==> config.mk <==
export PLATFORM = sky130hd
export DESIGN_NAME = demux_lane_buf
export DESIGN_NICKNAME = d
export VERILOG_FILES = /design/src/rtl/demux_lane_buf.sv
export SDC_FILE = /design/constraint.sdc
export NUM_CORES = 1
export LEC_CHECK = 0
export CAP_MARGIN = 20
export CELL_PAD_IN_SITES_DETAIL_PLACEMENT = 2
export CELL_PAD_IN_SITES_GLOBAL_PLACEMENT = 2
export CORE_ASPECT_RATIO = 1.75
export CORE_MARGIN = 2
export CORE_UTILIZATION = 38
export DETAILED_ROUTE_END_ITERATION = 16
export PLACE_DENSITY_LB_ADDON = 0.3
export SKIP_LAST_GASP = 1
export SLEW_MARGIN = 20
export SYNTH_ARGS = -nofsm -noshare
export SYNTH_HDL_FRONTEND = slang
export SYNTH_SLANG_ARGS = --single-unit
==> constraint.sdc <==
create_clock -name clk -period 8.7 [get_ports clk]
set_clock_uncertainty 0.1 [all_clocks]
set_input_delay 2.61 -clock clk [delete_from_list [all_inputs] [get_ports clk]]
set_output_delay 2.61 -clock clk [all_outputs]
set_load 0.05 [all_outputs]
==> src/rtl/demux_lane_buf.sv <==
// demux_lane_buf: steers tagged words into four per-lane FIFOs; define DROP_CNT_EN to add the drop_cnt port
module demux_lane_buf #(
  parameter int DATA_W    = 12,
  parameter int DEPTH     = 4,
  parameter int AF_THRESH = 3
) (
  input  logic              clk,
  input  logic              reset_L,
  input  logic              valid_in,
  input  logic [DATA_W-1:0] data_in,
  input  logic              pop0,
  input  logic              pop1,
  input  logic              pop2,
  input  logic              pop3,
  output logic [DATA_W-1:0] data_out0,
  output logic [DATA_W-1:0] data_out1,
  output logic [DATA_W-1:0] data_out2,
  output logic [DATA_W-1:0] data_out3,
  output logic              valid_out0,
  output logic              valid_out1,
  output logic              valid_out2,
  output logic              valid_out3,
  output logic              pause
`ifdef DROP_CNT_EN
  ,
  output logic [7:0]        drop_cnt
`endif
);
  localparam int AW = $clog2(DEPTH);
  localparam int CW = AW + 1;

  logic [DATA_W-1:0] r_mem [4][DEPTH];
  logic [DATA_W-1:0] r_dout [4];
  logic [3:0]        r_vout;
  logic [AW-1:0]     r_wp [4];
  logic [AW-1:0]     r_rp [4];
  logic [CW-1:0]     r_cnt [4];
  logic [CW-1:0]     w_cnt_nxt [4];
  logic [3:0]        w_pop;
  logic [3:0]        w_do_pop;
  logic [3:0]        w_do_push;
  logic              w_acc;
  logic [1:0]        w_lane;
  logic              w_pause_nxt;
`ifdef DROP_CNT_EN
  logic              w_drop;
`endif

  assign data_out0  = r_dout[0];
  assign data_out1  = r_dout[1];
  assign data_out2  = r_dout[2];
  assign data_out3  = r_dout[3];
  assign valid_out0 = r_vout[0];
  assign valid_out1 = r_vout[1];
  assign valid_out2 = r_vout[2];
  assign valid_out3 = r_vout[3];

  // per-lane push/pop decisions; a full lane still accepts when it pops the same cycle
  always_comb begin
    w_acc       = valid_in && (data_in != '0);
    w_lane      = data_in[DATA_W-1 -: 2];
    w_pop       = {pop3, pop2, pop1, pop0};
    w_pause_nxt = 1'b0;
`ifdef DROP_CNT_EN
    w_drop      = 1'b0;
`endif
    for (int k = 0; k < 4; k++) begin
      w_do_pop[k]  = w_pop[k] && (r_cnt[k] != '0);
      w_do_push[k] = w_acc && (w_lane == 2'(k)) && ((r_cnt[k] != CW'(DEPTH)) || w_pop[k]);
`ifdef DROP_CNT_EN
      w_drop       = w_drop | (w_acc && (w_lane == 2'(k)) && (r_cnt[k] == CW'(DEPTH)) && !w_pop[k]);
`endif
      w_cnt_nxt[k] = r_cnt[k] + CW'(w_do_push[k]) - CW'(w_do_pop[k]);
      w_pause_nxt  = w_pause_nxt | (w_cnt_nxt[k] >= CW'(AF_THRESH));
    end
  end

  // FIFO storage is left unreset; only pointers and counts define its contents
  always_ff @(posedge clk) begin
    for (int k = 0; k < 4; k++)
      if (w_do_push[k]) r_mem[k][r_wp[k]] <= data_in;
  end

  // pointers, counts, registered read data and pause
  always_ff @(posedge clk or negedge reset_L) begin
    if (!reset_L) begin
      for (int k = 0; k < 4; k++) begin
        r_wp[k]   <= '0;
        r_rp[k]   <= '0;
        r_cnt[k]  <= '0;
        r_dout[k] <= '0;
      end
      r_vout <= '0;
      pause  <= 1'b0;
    end else begin
      for (int k = 0; k < 4; k++) begin
        r_cnt[k] <= w_cnt_nxt[k];
        if (w_do_push[k]) r_wp[k] <= r_wp[k] + AW'(1);
        if (w_do_pop[k]) begin
          r_rp[k]   <= r_rp[k] + AW'(1);
          r_dout[k] <= r_mem[k][r_rp[k]];
        end
      end
      r_vout <= w_do_pop;
      pause  <= w_pause_nxt;
    end
  end

`ifdef DROP_CNT_EN
  // saturating count of words refused by a full lane
  always_ff @(posedge clk or negedge reset_L) begin
    if (!reset_L) drop_cnt <= '0;
    else if (w_drop && drop_cnt != 8'hFF) drop_cnt <= drop_cnt + 8'd1;
  end
`endif
endmodule

* Yosys cells after proc, flatten, opt, wreduce, memory -nomap -nowiden *
Memory sizes are Yosys's and may differ from the RTL's.
Index checks and enable logic that the tools add are counted.

word-level totals
  flip-flop bits (word level) = 81
  memory bits (writable) = 192
  memories = 1

cells by class
  add/subtract/negate cells = 16
  $lt $le $gt $ge = 16
  equal/unequal tests = 7
  mux-type cells = 37
  bitwise gates (word level) = 11
  reduce and logical (&&, ||, !) cells = 30

memories
  memory  depth  width  rd ports  clocked after Yosys merged registers in  write ports  line  source
  r_mem   4      48     4         0                                        1            32    logic [DATA_W-1:0] r_mem [4][DEPTH];

operators with widths
  kind                                                                count
  two-way mux 48 bit                                                  10
  two-way mux 12 bit                                                  12
  OR reduction 48 bit                                                 3
  binary-select mux 12 bit (select 2 bit)                             4
  demux 12 bit (select 2 bit)                                         4
  greater-or-equal comparator 3 bit (second input constant)           8
  inverter 2 -> 3 bit                                                 8
  logical AND 1 bit                                                   17
  adder 2 x 1 -> 2 bit (second input constant)                        8
  adder 3 x 1 -> 3 bit                                                4
  greater-or-equal comparator 3 x 2 -> 1 bit (second input constant)  4
  < comparator 3 x 1 -> 1 bit (second input constant)                 4
  inequality test 3 bit (second input constant)                       4
  nonzero test 12 bit                                                 1
  nonzero test 3 bit                                                  4
  subtractor 3 x 1 -> 3 bit                                           4
  two-way mux 2 bit                                                   3
  == test 2 bit (second input constant)                               2
  logical OR 1 bit                                                    4
  two-way mux 1 bit                                                   4
  OR 1 bit                                                            3
  == test 2 x 1 -> 1 bit (second input constant)                      1
  zero test 2 bit                                                     1

* Logic depth before layout (Yosys ltp) *
  depth in word-level cells = 10
  depth in mapped cells = 13
  mapped depth without buffers = 13

* Worst setup path after synthesis *
OpenSTA, ideal clock, no wires.

  kind = input to register
  from = in data_in[11]
  to = reg pause
  arrival time = 4.898 ns
  required time = 8.467 ns
  path slack = 3.568 ns
  cell stages on the path = 12
  buffers on the path = 0
  path through = or4b_1 a31oi_2 inv_1 ha_1 inv_1 ha_1 inv_1 fa_1 xnor2_1 xnor2_1 a221oi_1 nand3_1

RTL lines
  element               line  source
  from (decl)           10    input logic [DATA_W-1:0] data_in,
  to (signal assigned)  105   pause <= w_pause_nxt;
  to (decl)             23    output logic pause

==> key figures <==
Clocking
  – H-tree levels: 1
  – Cts-stage hold buffer count: 0
  – Num CTS Buffers: 25
  – Clock transition at the registers of the reported paths: 0.07 ns
  – CTS resizes: 0
  – TritonCTS clock tree: yes
  – Root Buffer: clkbuf_16
  – Clock insertion delay at the later pin of the skew report: 0.54 ns
  – Maximum root-to-sink buffer count: 3
  – TritonCTS Sinks: 273
  – Setup Buffers After CTS: 0

Layout
  – Layout cells sized above 1: 15.34%
  – ANT cells: 0
  – Commonest non-fill, non-tap cells in the layout: edfxtp_1, nand2_1, dfrtp_1, clkdlybuf4s50_1, mux4_2
  – Most common cell after layout, fill and taps aside: edfxtp_1
  – Post-layout nets: 746
  – Area added between synthesis and finish: 19.92%
  – Filler cell count in the final layout: 2584

Floorplanning
  – Row count: 80
  – Die X: 129.6 um
  – CORE AREA: 27230 um2
  – IO Count: 72
  – Starting Density: 38.51%
  – Die Area: 28990 um2
  – Die height: 223.7 um

Run
  – Max-cap violation count: 0

Timing
  – RSZ-0062 raised after global routing: no
  – Max-slew violations: 0
  – Min Tclk post-route: 5.958 ns
  – Achievable Freq: 0.1678 GHz
  – Slew @ Worst Pin: 0.9331 ns
  – Fin Setup TNS: 0 ns
  – Final hold viol count: 0
  – Final setup viols: 0
  – Tcrit/Tclk final: 68.49%
  – Setup ws final: 2.742 ns
  – Relative slew slack: 37.79%
  – WHS: 0.3782 ns

Worst hold path
  – Min-delay src: data_out1[10]$_DFFE_PN0P_
  – HP Class: reg2reg
  – Hold path depth: 2
  – Worst Hold Path EP: data_out1[10]$_DFFE_PN0P_

Synth
  – Synth warn: 0
  – Multiplexer area fraction after synthesis: 10.45%
  – Top FF cell, synth: edfxtp_1
  – Count of cell types in the netlist: 26
  – Post-synthesis sequential area ratio: 74.33%
  – Number of enable-type register cells in the synthesized netlist: 192
  – Post-synthesis simple-gate area fraction: 7.364%
  – Post-synthesis xor/xnor area fraction: 1.671%
  – Syn_nets: 657
  – Compound-Gate Fraction of Synth Area: 0.7041%
  – Post-Synth Adder-Cell Area: 3.628%
  – Main combinational cell family by area after synthesis: multiplexers
  – Mapped Cells: 610
  – Post-synthesis async set-or-reset flop share: 29.67%
  – Syn Std Cell Area: 10480 um2
  – #FFs+latches synth: 273
  – Avg Inst Size Synth: 17.19 um2

Power
  – Peak supply drop: 0.2089 mV
  – LEAKAGE: 0.004680 uW
  – PwrDens: 359.5 nW/um2

Setup path
  – Reg-to-reg slack, setup: 5.26 ns
  – Setup CP Type: in2reg
  – Crit. End Element: register
  – CP required: 9.01 ns
  – Worst-case reg-to-reg path depth: 10
  – Crit path DAT: 6.27 ns
  – Reg-to-reg endpoint: pause$_DFF_PN0_
  – Critical Path Fanout Max: 21
  – RR Startpoint: r_cnt[6]$_DFF_PN0_
  – Crit start category: input pin

Placed design
  – DP Worst Slack: 2.090 ns
  – GPL Wtd Cong: 0.7546
  – # port buffers: 71
  – Hpwl dp: 16.24 mm

Global route
  – Initial antenna violation count: 0
  – First-pass GRT wire length: 38.71 mm
  – Total gr overflow: 0
  – Vias in the first global route: 6334
  – GRT Total Usage: 17.84%
  – Largest net degree at the start of global routing: 56

Drt
  – Routed Antenna Nets: 0
  – DR WL met3: 652 um
  – First-pass iteration count of the detailed router: 4
  – Met1 WL: 9.223 mm
  – Top layer in use: met4
  – Met2 routed WL: 13.93 mm
  – Initial drt markers: 271
  – Wire per inst: 22.58 um
  – Final WL: 24.52 mm
  – Drt via density: 4.901
  – Via Count: 5322
  – DR DRC count: 0

Run status
  – Status: finished clean
-- critical path, stage by stage --
cell and delay [ns]:
clkdlybuf4s50_1 0.88, or4b_1 0.73, a31oi_2 0.38, inv_1 0.10, ha_1 0.29, inv_1 0.06, ha_1 0.13, inv_1 0.05
fa_1 0.39, xnor2_1 0.15, xnor2_1 0.14, a221oi_1 0.22, nand3_1 0.12
-- flip-flops by register name (all words and copies together), names as in the netlist, 8 cells and up --
register / cells
data_out0: 12
r_cnt: 12
data_out1: 12
r_rp: 8
data_out3: 12
data_out2: 12
r_mem: 192
r_wp: 8
-- how the worst max path moves through the flow --
stage | start | endpoint | slack, ns | cells after the start
6_report | data_in[10] | pause$_DFF_PN0_ | 2.74 | 13
3_5_place_dp | data_in[10] | pause$_DFF_PN0_ | 2.09 | 11
5_1_grt | data_in[10] | pause$_DFF_PN0_ | 2.45 | 13
2_1_floorplan | data_in[11] | pause$_DFF_PN0_ | 3.57 | 12
3_3_place_gp | data_in[10] | pause$_DFF_PN0_ | 2.38 | 13
4_1_cts | data_in[10] | pause$_DFF_PN0_ | 2.64 | 11
-- kinds of logic after synthesis --
logic type / after synthesis
AO/OA/AOI/OAI: 10
XOR/XNOR: 20
adder cells (fa/ha/maj): 28
buffers and inverters: 49
flip-flops: 273
multiplexers: 49
AND/OR/NAND/NOR: 181
-- cell type report --
| class | instances | area [um2] | share of cell area [%] |
|---|---|---|---|
| clock buffer | 33 | 728.2 | 5.792 |
| clock inverter | 12 | 163.9 | 1.304 |
| inverter | 28 | 105.1 | 0.8360 |
| multi-input combinational | 288 | 2522 | 20.06 |
| sequential | 273 | 7792 | 61.98 |
| tap | 369 | 461.7 | 3.672 |
| timing repair buffer | 83 | 798.3 | 6.350 |
-- cell usage after synthesis (3+ instances only) --
library cell | n | area [um2]
edfxtp_1 | 192 | 5766
nand2_1 | 152 | 570.6
dfrtp_1 | 81 | 2027
mux4_2 | 48 | 1081
inv_1 | 28 | 105.1
ha_1 | 24 | 300.3
xnor2_1 | 20 | 175.2
and2_1 | 12 | 75.07
clkbuf_1 | 9 | 33.78
buf_2 | 8 | 40.04
and2_2 | 4 | 30.03
buf_1 | 4 | 15.01
fa_1 | 4 | 80.08
nor4b_1 | 4 | 35.03
o31ai_1 | 4 | 30.03
nor4_1 | 3 | 18.77
o21ai_0 | 3 | 15.01
-- layer usage --
layer  vias up  track usage [%]
met5         -                0
met4         0            6.139
met3        38            1.839
met2        82            33.27
met1      2823            20.99
li1       2379                -
-- per-stage QoR --
step	util, %	total power, uW	cells	instance area (um2)
6_report	46.18	4520	1086	12570
5_1_grt	46.18	4750	1086	12570
4_1_cts	46.12	4587	1086	12560
3_5_place_dp	42.84	3379	1041	11660
3_3_place_gp	42.84	3279	1041	11660
2_1_floorplan	-	2849	610	10480
-- power breakdown --
part | switching [uW] | total, uW | internal (uW)
clock | 479 | 1190 | 708
combinational | 840 | 1430 | 588
sequential | 274 | 1910 | 1630
total | 1590 | 4520 | 2930
Note: power is estimated with default switching activity, not from simulation.
